==> src/rtl/clock_ratio_meter_if.sv <==
// Monitor bundle for clock_ratio_meter: measurement controls in, results out.
// master: drives i_meas_en/i_meas_clk, sees results. slave: the meter.
interface clock_ratio_meter_if #(
    parameter int CNT_WIDTH = 8
);
    logic                 i_meas_en;
    logic                 i_meas_clk;
    logic [CNT_WIDTH-1:0] o_period;
    logic [CNT_WIDTH-1:0] o_high_time;
    logic                 o_valid;
    logic                 o_locked;
    logic                 o_overflow;

    modport master (
        output i_meas_en,
        output i_meas_clk,
        input  o_period,
        input  o_high_time,
        input  o_valid,
        input  o_locked,
        input  o_overflow
    );

    modport slave (
        input  i_meas_en,
        input  i_meas_clk,
        output o_period,
        output o_high_time,
        output o_valid,
        output o_locked,
        output o_overflow
    );
endinterface

==> src/rtl/clock_ratio_meter.sv <==
// Measures period and high time of a slow asynchronous clock in ref cycles.
// Ports: i_ref_clk, i_rst_n (async low), bus (slave: en/clk in, results out).
module clock_ratio_meter #(
    parameter int CNT_WIDTH   = 8,
    parameter int LOCK_COUNT  = 4,
    parameter int SYNC_STAGES = 2
) (
    input logic                i_ref_clk,
    input logic                i_rst_n,
    clock_ratio_meter_if.slave bus
);
    typedef enum logic [1:0] {
        IDLE,
        ARM,
        MEASURE,
        LOCKED
    } state_t;

    localparam logic [CNT_WIDTH-1:0] CNT_MAX    = '1;
    localparam logic [CNT_WIDTH-1:0] CNT_ONE    = CNT_WIDTH'(1);
    localparam logic [3:0]           LOCK_MATCH = 4'(LOCK_COUNT);

    state_t state_q;
    state_t state_d;

    logic [SYNC_STAGES-1:0] sync_q;
    logic                   hist_q;
    logic                   sync_level;
    logic                   rise;

    logic [CNT_WIDTH-1:0] cnt_q;
    logic [CNT_WIDTH-1:0] cnt_d;
    logic [CNT_WIDTH-1:0] hcnt_q;
    logic [CNT_WIDTH-1:0] hcnt_d;
    logic [CNT_WIDTH-1:0] period_q;
    logic [CNT_WIDTH-1:0] high_q;

    logic [3:0] match_q;
    logic [3:0] match_d;
    logic [3:0] match_hit;
    logic       same_period;

    logic valid_q;
    logic locked_q;
    logic locked_d;
    logic ovf_q;
    logic ovf_d;
    logic capture;
    logic count_en;

    assign sync_level = sync_q[SYNC_STAGES-1];
    assign rise       = sync_level & ~hist_q;

    // match_q==0 marks the first capture after ARM, which never matches.
    assign same_period = (match_q != 4'd0) && (cnt_q == period_q);

    always_comb begin
        match_hit = 4'd1;
        if (same_period) begin
            if (match_q >= LOCK_MATCH) begin
                match_hit = LOCK_MATCH;
            end else begin
                match_hit = match_q + 4'd1;
            end
        end
    end

    // Counters restart at 1 on a rise so the rise cycle itself is counted.
    always_comb begin
        cnt_d  = '0;
        hcnt_d = '0;
        if (count_en) begin
            if (rise) begin
                cnt_d  = CNT_ONE;
                hcnt_d = CNT_ONE;
            end else begin
                cnt_d  = cnt_q;
                hcnt_d = hcnt_q;
                if (cnt_q != CNT_MAX) begin
                    cnt_d = cnt_q + 1'b1;
                end
                if (sync_level && (hcnt_q != CNT_MAX)) begin
                    hcnt_d = hcnt_q + 1'b1;
                end
            end
        end
    end

    always_ff @(posedge i_ref_clk or negedge i_rst_n) begin
        if (!i_rst_n) begin
            state_q <= IDLE;
        end else begin
            state_q <= state_d;
        end
    end

    always_comb begin
        state_d  = state_q;
        match_d  = match_q;
        locked_d = locked_q;
        ovf_d    = ovf_q;
        capture  = 1'b0;
        count_en = 1'b0;
        if (!bus.i_meas_en) begin
            state_d  = IDLE;
            match_d  = '0;
            locked_d = 1'b0;
            ovf_d    = 1'b0;
        end else begin
            unique case (state_q)
                IDLE: begin
                    state_d  = ARM;
                    match_d  = '0;
                    locked_d = 1'b0;
                    ovf_d    = 1'b0;
                end
                ARM: begin
                    count_en = 1'b1;
                    if (rise) begin
                        state_d = MEASURE;
                        match_d = '0;
                    end
                end
                MEASURE, LOCKED: begin
                    count_en = 1'b1;
                    // A rise on the saturated count still captures.
                    if (rise) begin
                        capture = 1'b1;
                        match_d = match_hit;
                        if (match_hit == LOCK_MATCH) begin
                            state_d  = LOCKED;
                            locked_d = 1'b1;
                        end else begin
                            state_d  = MEASURE;
                            locked_d = 1'b0;
                        end
                    end else if (cnt_q == CNT_MAX) begin
                        state_d  = ARM;
                        match_d  = '0;
                        locked_d = 1'b0;
                        ovf_d    = 1'b1;
                    end
                end
                default: begin
                    state_d = IDLE;
                end
            endcase
        end
    end

    always_ff @(posedge i_ref_clk or negedge i_rst_n) begin
        if (!i_rst_n) begin
            sync_q   <= '0;
            hist_q   <= 1'b0;
            cnt_q    <= '0;
            hcnt_q   <= '0;
            period_q <= '0;
            high_q   <= '0;
            match_q  <= '0;
            valid_q  <= 1'b0;
            locked_q <= 1'b0;
            ovf_q    <= 1'b0;
        end else begin
            sync_q   <= {sync_q[SYNC_STAGES-2:0], bus.i_meas_clk};
            hist_q   <= sync_level;
            cnt_q    <= cnt_d;
            hcnt_q   <= hcnt_d;
            match_q  <= match_d;
            valid_q  <= capture;
            locked_q <= locked_d;
            ovf_q    <= ovf_d;
            if (capture) begin
                period_q <= cnt_q;
                high_q   <= hcnt_q;
            end
        end
    end

    assign bus.o_period    = period_q;
    assign bus.o_high_time = high_q;
    assign bus.o_valid     = valid_q;
    assign bus.o_locked    = locked_q;
    assign bus.o_overflow  = ovf_q;
endmodule

==> src/flat_wrapper.sv <==
// flat-port wrapper written by rule: the top's interface ports become plain ports
module clock_ratio_meter_flat 
#(
    parameter int CNT_WIDTH   = 8,
    parameter int LOCK_COUNT  = 4,
    parameter int SYNC_STAGES = 2
)
  (i_ref_clk, i_rst_n, bus_i_meas_en, bus_i_meas_clk, bus_o_period, bus_o_high_time, bus_o_valid, bus_o_locked, bus_o_overflow);
  clock_ratio_meter_if #(.CNT_WIDTH(CNT_WIDTH)) bus_i ();
  input logic i_ref_clk;
  input logic i_rst_n;
  input wire logic [$bits(bus_i.i_meas_en)-1:0] bus_i_meas_en;
  input wire logic [$bits(bus_i.i_meas_clk)-1:0] bus_i_meas_clk;
  output wire logic [$bits(bus_i.o_period)-1:0] bus_o_period;
  output wire logic [$bits(bus_i.o_high_time)-1:0] bus_o_high_time;
  output wire logic [$bits(bus_i.o_valid)-1:0] bus_o_valid;
  output wire logic [$bits(bus_i.o_locked)-1:0] bus_o_locked;
  output wire logic [$bits(bus_i.o_overflow)-1:0] bus_o_overflow;
  assign bus_i.i_meas_en = bus_i_meas_en;
  assign bus_i.i_meas_clk = bus_i_meas_clk;
  assign bus_o_period = bus_i.o_period;
  assign bus_o_high_time = bus_i.o_high_time;
  assign bus_o_valid = bus_i.o_valid;
  assign bus_o_locked = bus_i.o_locked;
  assign bus_o_overflow = bus_i.o_overflow;
  clock_ratio_meter #(.CNT_WIDTH(CNT_WIDTH), .LOCK_COUNT(LOCK_COUNT), .SYNC_STAGES(SYNC_STAGES)) u_core (.i_ref_clk(i_ref_clk), .i_rst_n(i_rst_n), .bus(bus_i));
endmodule
==> config.mk <==
export PLATFORM = sky130hd
export DESIGN_NAME = clock_ratio_meter_flat
export DESIGN_NICKNAME = d
export VERILOG_FILES = /design/src/rtl/clock_ratio_meter_if.sv /design/src/rtl/clock_ratio_meter.sv /design/src/flat_wrapper.sv
export SDC_FILE = /design/constraint.sdc
export NUM_CORES = 1
export LEC_CHECK = 0
export ABC_CLOCK_PERIOD_IN_PS = 2000
export BUFFER_PORTS_ARGS = -buffer_cell sky130_fd_sc_hd__buf_2
export CAP_MARGIN = 10
export CORE_MARGIN = 2
export CORE_UTILIZATION = 30
export CTS_CLUSTER_SIZE = 16
export DETAILED_ROUTE_END_ITERATION = 8
export GPL_TIMING_DRIVEN = 0
export HOLD_SLACK_MARGIN = 0.15
export SYNTH_ARGS = -nofsm -noshare
export SYNTH_HDL_FRONTEND = slang
export SYNTH_SLANG_ARGS = --single-unit
==> constraint.sdc <==
create_clock -name i_ref_clk -period 2 [get_ports i_ref_clk]
set_clock_uncertainty 0.1 [all_clocks]
set_input_delay 0.2 -clock i_ref_clk [delete_from_list [all_inputs] [get_ports i_ref_clk]]
set_output_delay 0.2 -clock i_ref_clk [all_outputs]
set_load 0.1 [all_outputs]
# After elaboration in Yosys (flattened, before gate mapping)

Index checks and enable logic that the tools add are counted.

Latch bits: 0
ROM bits: 0
Bits of input ports: 4
Bits in writable memories: 0
Bits in registers: 44
Output and inout port bits: 19
Memories: 0
Logic and storage cells: 74

Add/subtract/negate cells: 3
Shifts and indexed selects: 0
Bitwise logic cells: 2
Order comparisons: 1
Equality and inequality tests: 15
Multipliers: 0
Divide/modulo/power cells: 0
Reductions and logical operators: 9
Muxes and demuxes: 33

Operator list:

| operator                                                                             | count |
|---|---|
| 8-bit 2-to-1 mux                                                                     | 6 |
| 4-bit 2-to-1 mux                                                                     | 6 |
| 8-bit by 1-bit adder with 8-bit output (second input constant)                       | 2 |
| 8-bit != test (second input constant)                                                | 2 |
| 1-bit 2-to-1 mux                                                                     | 13 |
| 3-bit by 2-bit != test with 1-bit output (second input constant)                     | 4 |
| 4-bit one-hot mux with 3 select lines                                                | 1 |
| 8-bit == test                                                                        | 1 |
| 8-bit == test (second input constant)                                                | 1 |
| 2-bit 2-to-1 mux                                                                     | 4 |
| 2-bit one-hot mux with 3 select lines                                                | 1 |
| 4-bit by 1-bit adder with 4-bit output (second input constant)                       | 1 |
| 2-bit == test (second input constant)                                                | 2 |
| 4-bit by 3-bit == test with 1-bit output (second input constant)                     | 1 |
| 4-bit by 3-bit greater-or-equal comparator with 1-bit output (second input constant) | 1 |
| 4-bit by 2-bit != test with 1-bit output (second input constant)                     | 1 |
| 1-bit one-hot mux with 2 select lines                                                | 2 |
| 2-bit AND reduction                                                                  | 2 |
| 4-bit nonzero test                                                                   | 1 |
| 3-bit by 1-bit != test with 1-bit output (second input constant)                     | 1 |
| 3-bit != test (second input constant)                                                | 1 |
| 3-bit AND reduction                                                                  | 1 |
| 3-bit OR reduction                                                                   | 1 |
| 2-bit by 1-bit == test with 1-bit output (second input constant)                     | 1 |
| 5 further kinds                                                                      | 6 |

# Longest topological paths before layout

Depth after elaboration: 8
Mapped depth: 6
Depth with buffers taken out: 5

# Worst setup path after synthesis

Ideal clock, no wire load.

Path kind: reg-to-reg
From: register u_core.period_q[4], in the netlist u_core.bus.o_period[4]
To: register u_core.match_q[0]
Cell stages (with the launch flop): 5
Path slack: -0.034 ns
Arrival time: 1.813 ns
Data required time: 1.779 ns
Library setup time: 0.121 ns
Clock period less this slack: 2.034 ns
Path buffers: 0
Cells stage by stage: dfrtp_1 xor2_1 nor4_4 nand4_1 a22o_1

Word-level cells in the longest chain between the ends: 6

RTL lines:

| what                                  | RTL line                 | source |
|---|---|---|
| from (decl)                           | clock_ratio_meter.sv:35  | `logic [CNT_WIDTH-1:0] period_q;` |
| from (signal assigned)                | clock_ratio_meter.sv:173 | `period_q <= cnt_q;` |
| 8-bit == test                         | clock_ratio_meter.sv:55  | `assign same_period = (match_q != 4'd0) && (cnt_q == period_q);` |
| 1-bit logical AND                     | clock_ratio_meter.sv:55  |  |
| 4-bit 2-to-1 mux                      | clock_ratio_meter.sv:59  | `if (same_period) begin` |
| 4-bit 2-to-1 mux                      | clock_ratio_meter.sv:127 | `if (rise) begin` |
| 4-bit one-hot mux with 3 select lines | clock_ratio_meter.sv:110 | `unique case (state_q)` |
| 4-bit 2-to-1 mux                      | clock_ratio_meter.sv:104 | `if (!bus.i_meas_en) begin` |
| to (signal assigned)                  | clock_ratio_meter.sv:168 | `match_q <= match_d;` |
| to (decl)                             | clock_ratio_meter.sv:38  | `logic [3:0] match_q;` |

Every way passes these cells.
A chain may end at the register's enable or synchronous reset.

# Worst setup path after layout

From: input port bus_i_meas_en
To: register u_core.high_q[1], in the netlist u_core.bus.o_high_time[1]

Word-level cells in the longest chain between the ends: 1

RTL lines:

| what                     | RTL line                 | source |
|---|---|---|
| from (decl)              | flat_wrapper.sv:12       | `input wire logic [$bits(bus_i.i_meas_en)-1:0] bus_i_meas_en;` |
| 1-bit 2-to-1 mux         | clock_ratio_meter.sv:104 |  |
| named net u_core.capture | clock_ratio_meter.sv:48  | `logic capture;` |
| to (signal assigned)     | clock_ratio_meter.sv:174 | `high_q <= hcnt_q;` |
| to (decl)                | clock_ratio_meter.sv:36  | `logic [CNT_WIDTH-1:0] high_q;` |

The timed path passes the listed nets, and every way through them passes these cells.

==> results.ini <==
[clocking]
cts_resized=0
h-tree-depth=2
clock_path_buffers=2
cts_buffers=5
post-cts-setup-buffers=0
cts_tree=built
worstSkewPairLatency_ps=290
clk_pin_slew_ps=80
clkSinkCount=44
clockRootBuffer=clkbuf_8

[synth]
yosys.area.top_type=dfrtp_1
synthDominantCellAreaShare_pct=51.9
synth_warnings=0
syn_inst=218
synth_most_common_cell=nand2_1
syn_area_per_cell_sq_um=9.73
synth_area_sq_um=2120
synth-seq-area-share_pct=51.9
ys_ff_latch=44
synth.area.top_cells=dfrtp_1 52%, nand2_1 9.6%, xor2_1 5.4%, nor2_1 3.5%, ha_1 2.4%
synthArstFlopShare_pct=100
synth_common_cells=54 x nand2_1, 44 x dfrtp_1, 20 x nor2_1
synth_nets=226
synth_edf_count=0
yosysUniqueCellTypes=44
synth_top_flop_cell=dfrtp_1

[setup_path]
path_max_fanout=10
worstPathRequired_ps=2090
endpoint_kind=flop
critPathKind=primary input to flop
startpoint_type=primary input
worst_r2r_path_depth=5
r2r-end=u_core.match_q[0]
crit_arrival_ps=1890
rrSetupSlack_ps=200
reg2reg_from=u_core.cnt_q[0]

[floorplanning]
dieWidth_um=88.1
rows=30
die-area_sq_um=7760
die_y_um=88.1
num_io_pins=23
start_util_pct=31.1
core_area_sq_um=6830

[grt]
antenna_found_initial=0
overflow=0
grt_pass1_vias=1606
grt_pass1_wl_mm=7.51
grtUsageTotal_pct=12.4
grt_start_max_net_pins=45

[route]
wire_per_inst_um=12.6
antenna_left=0
route.detailed.drc=0
drt_iter0_markers=107
dr.pass1.iters=3
route.vias.total=1601
vias_per_cell=4.61
wirelength_mm=4.37

[sta]
fin_crit_ps=1800
max_slew_margin_pct=33.6
setup_viol=0
rsz0062_at_grt=false
report.final.hold_viol_count=0
fmax_mhz=554
hold_slack_ps=253
maxSlewViolCount=0
fin_crit_sh_pct=90.2
setup_tns_ps=0
worst_pin_slew_ps=995

[place]
gp_congestion=0.767
portBuffers=22
post-dp-hpwl_mm=3.06

[power]
vdd_drop_max_mv=0.428
power_density_nw_per_um2=697
leakagePower_nw=1.24

[final_layout]
diodes=0
areaGrowthSynthToFinish_pct=17.5
drive_gt1_share_pct=17.1
final_nets=258

[min_path]
hold_path_end=u_core.sync_q[1]
hold_class=flop to flop
hold_start=u_core.sync_q[0]
min_path_cells=0

[job]
drv_cap=0

[run_status]
status=completed

-- sequential cells by signal (all words and copies together) (netlist names), 2 cells and up --
name and cells:
u_core.bus.o_period 8, u_core.state_q 2, u_core.match_q 4, u_core.bus.o_high_time 8
u_core.hcnt_q 8, u_core.cnt_q 8, u_core.sync_q 2
-- worst max path at each step --
stage                      startpoint  depth (start not counted)                   endpoint
4_1_cts               u_core.cnt_q[0]                          5          u_core.match_q[0]
2_1_floorplan  u_core.bus.o_period[7]                          4          u_core.match_q[2]
6_report                bus_i_meas_en                          7  u_core.bus.o_high_time[1]
3_5_place_dp          u_core.cnt_q[0]                          5          u_core.match_q[0]
5_1_grt               u_core.cnt_q[0]                          5          u_core.match_q[0]
3_3_place_gp          u_core.cnt_q[0]                          5          u_core.match_q[0]
-- report_power, final --
part	internal [W]	switching, W
sequential	0.000905	0.0000155
combinational	0.0000379	0.000107
clock	0.000371	0.000302
total	0.00131	0.000425
-- through the flow --
stage	power, W	setup slack [ps]	utilization, %	instances	area [sq um]
6_report	0.00174	196	36.5	347	2490
5_1_grt	0.00181	65.5	36.5	347	2490
4_1_cts	0.00176	187	36.5	347	2490
3_5_place_dp	0.00108	216	34.5	336	2350
3_3_place_gp	0.00108	209	34.5	336	2350
2_1_floorplan	0.00103	30.3	-	218	2120
-- worst max-delay path: stages --
cell and delay, ps:
dlygate4sd3_1 530, buf_2 160, nand4b_2 240, clkinv_1 320, buf_2 290, nand2_1 90, nand2_1 50
-- layout make-up --
type / instances / area, sq um
Tap cell: 96 / 120
Buffer: 6 / 31.3
Fill cell: 731 / 4340
Timing Repair Buffer: 25 / 140
Clock inverter: 2 / 35.0
Multi-Input combinational cell: 162 / 967
Clock buffer: 6 / 72.6
Inverter: 6 / 22.5
Sequential cell: 44 / 1100
-- routing by layer --
metal / wire (um) / vias to the layer above / share of wire [%] / global-route usage (%)
met5: 0 / - / 0 / 0
met4: 49 / 0 / 1.1 / 3.72
met3: 104 / 4 / 2.4 / 2.83
met2: 2060 / 17 / 47 / 20.2
met1: 2150 / 761 / 49 / 16.7
li1: - / 819 / - / -
-- placed cells by master (no fill, tap or decap), drive strengths merged, types with 2 or more instances in the layout --
cell type,Yosys,routed
ha,4,4
a21oi,6,6
xor2,13,13
a21boi,3,3
and4,2,2
dfrtp,44,44
a21o,2,2
o31ai,2,2
inv,5,5
clkbuf,1,7
a211oi,2,2
dlygate4sd3,0,3
o21ai,8,8
nand4,5,5
o311ai,2,2
o2111ai,2,2
nand2b,3,3
o22ai,2,2
clkinv,1,2
buf,5,27
nor2,20,20
nand3,7,7
nand2,55,55
mux2i,5,5
and2,2,2
nor3,5,5
-- kinds of logic after synthesis --
kind of cell             count (synthesis)  share of synthesized area (%)
XOR/XNOR                                13                           5.37
multiplexers                             5                           2.36
adder cells (fa/ha/maj)                  4                           2.36
AND/OR/NAND/NOR                        104                           23.9
AO/OA/AOI/OAI                           36                           11.6
flip-flops                              44                           51.9
buffers and inverters                   12                           2.54
-- timing repair --
action | 4_1_cts | 5_1_grt
endpoints found under the hold margin | 49 | 0
hold buffers | 3 | 0
setup endpoints to repair | 0 | 0
Note: power is estimated with default switching activity, not from simulation.
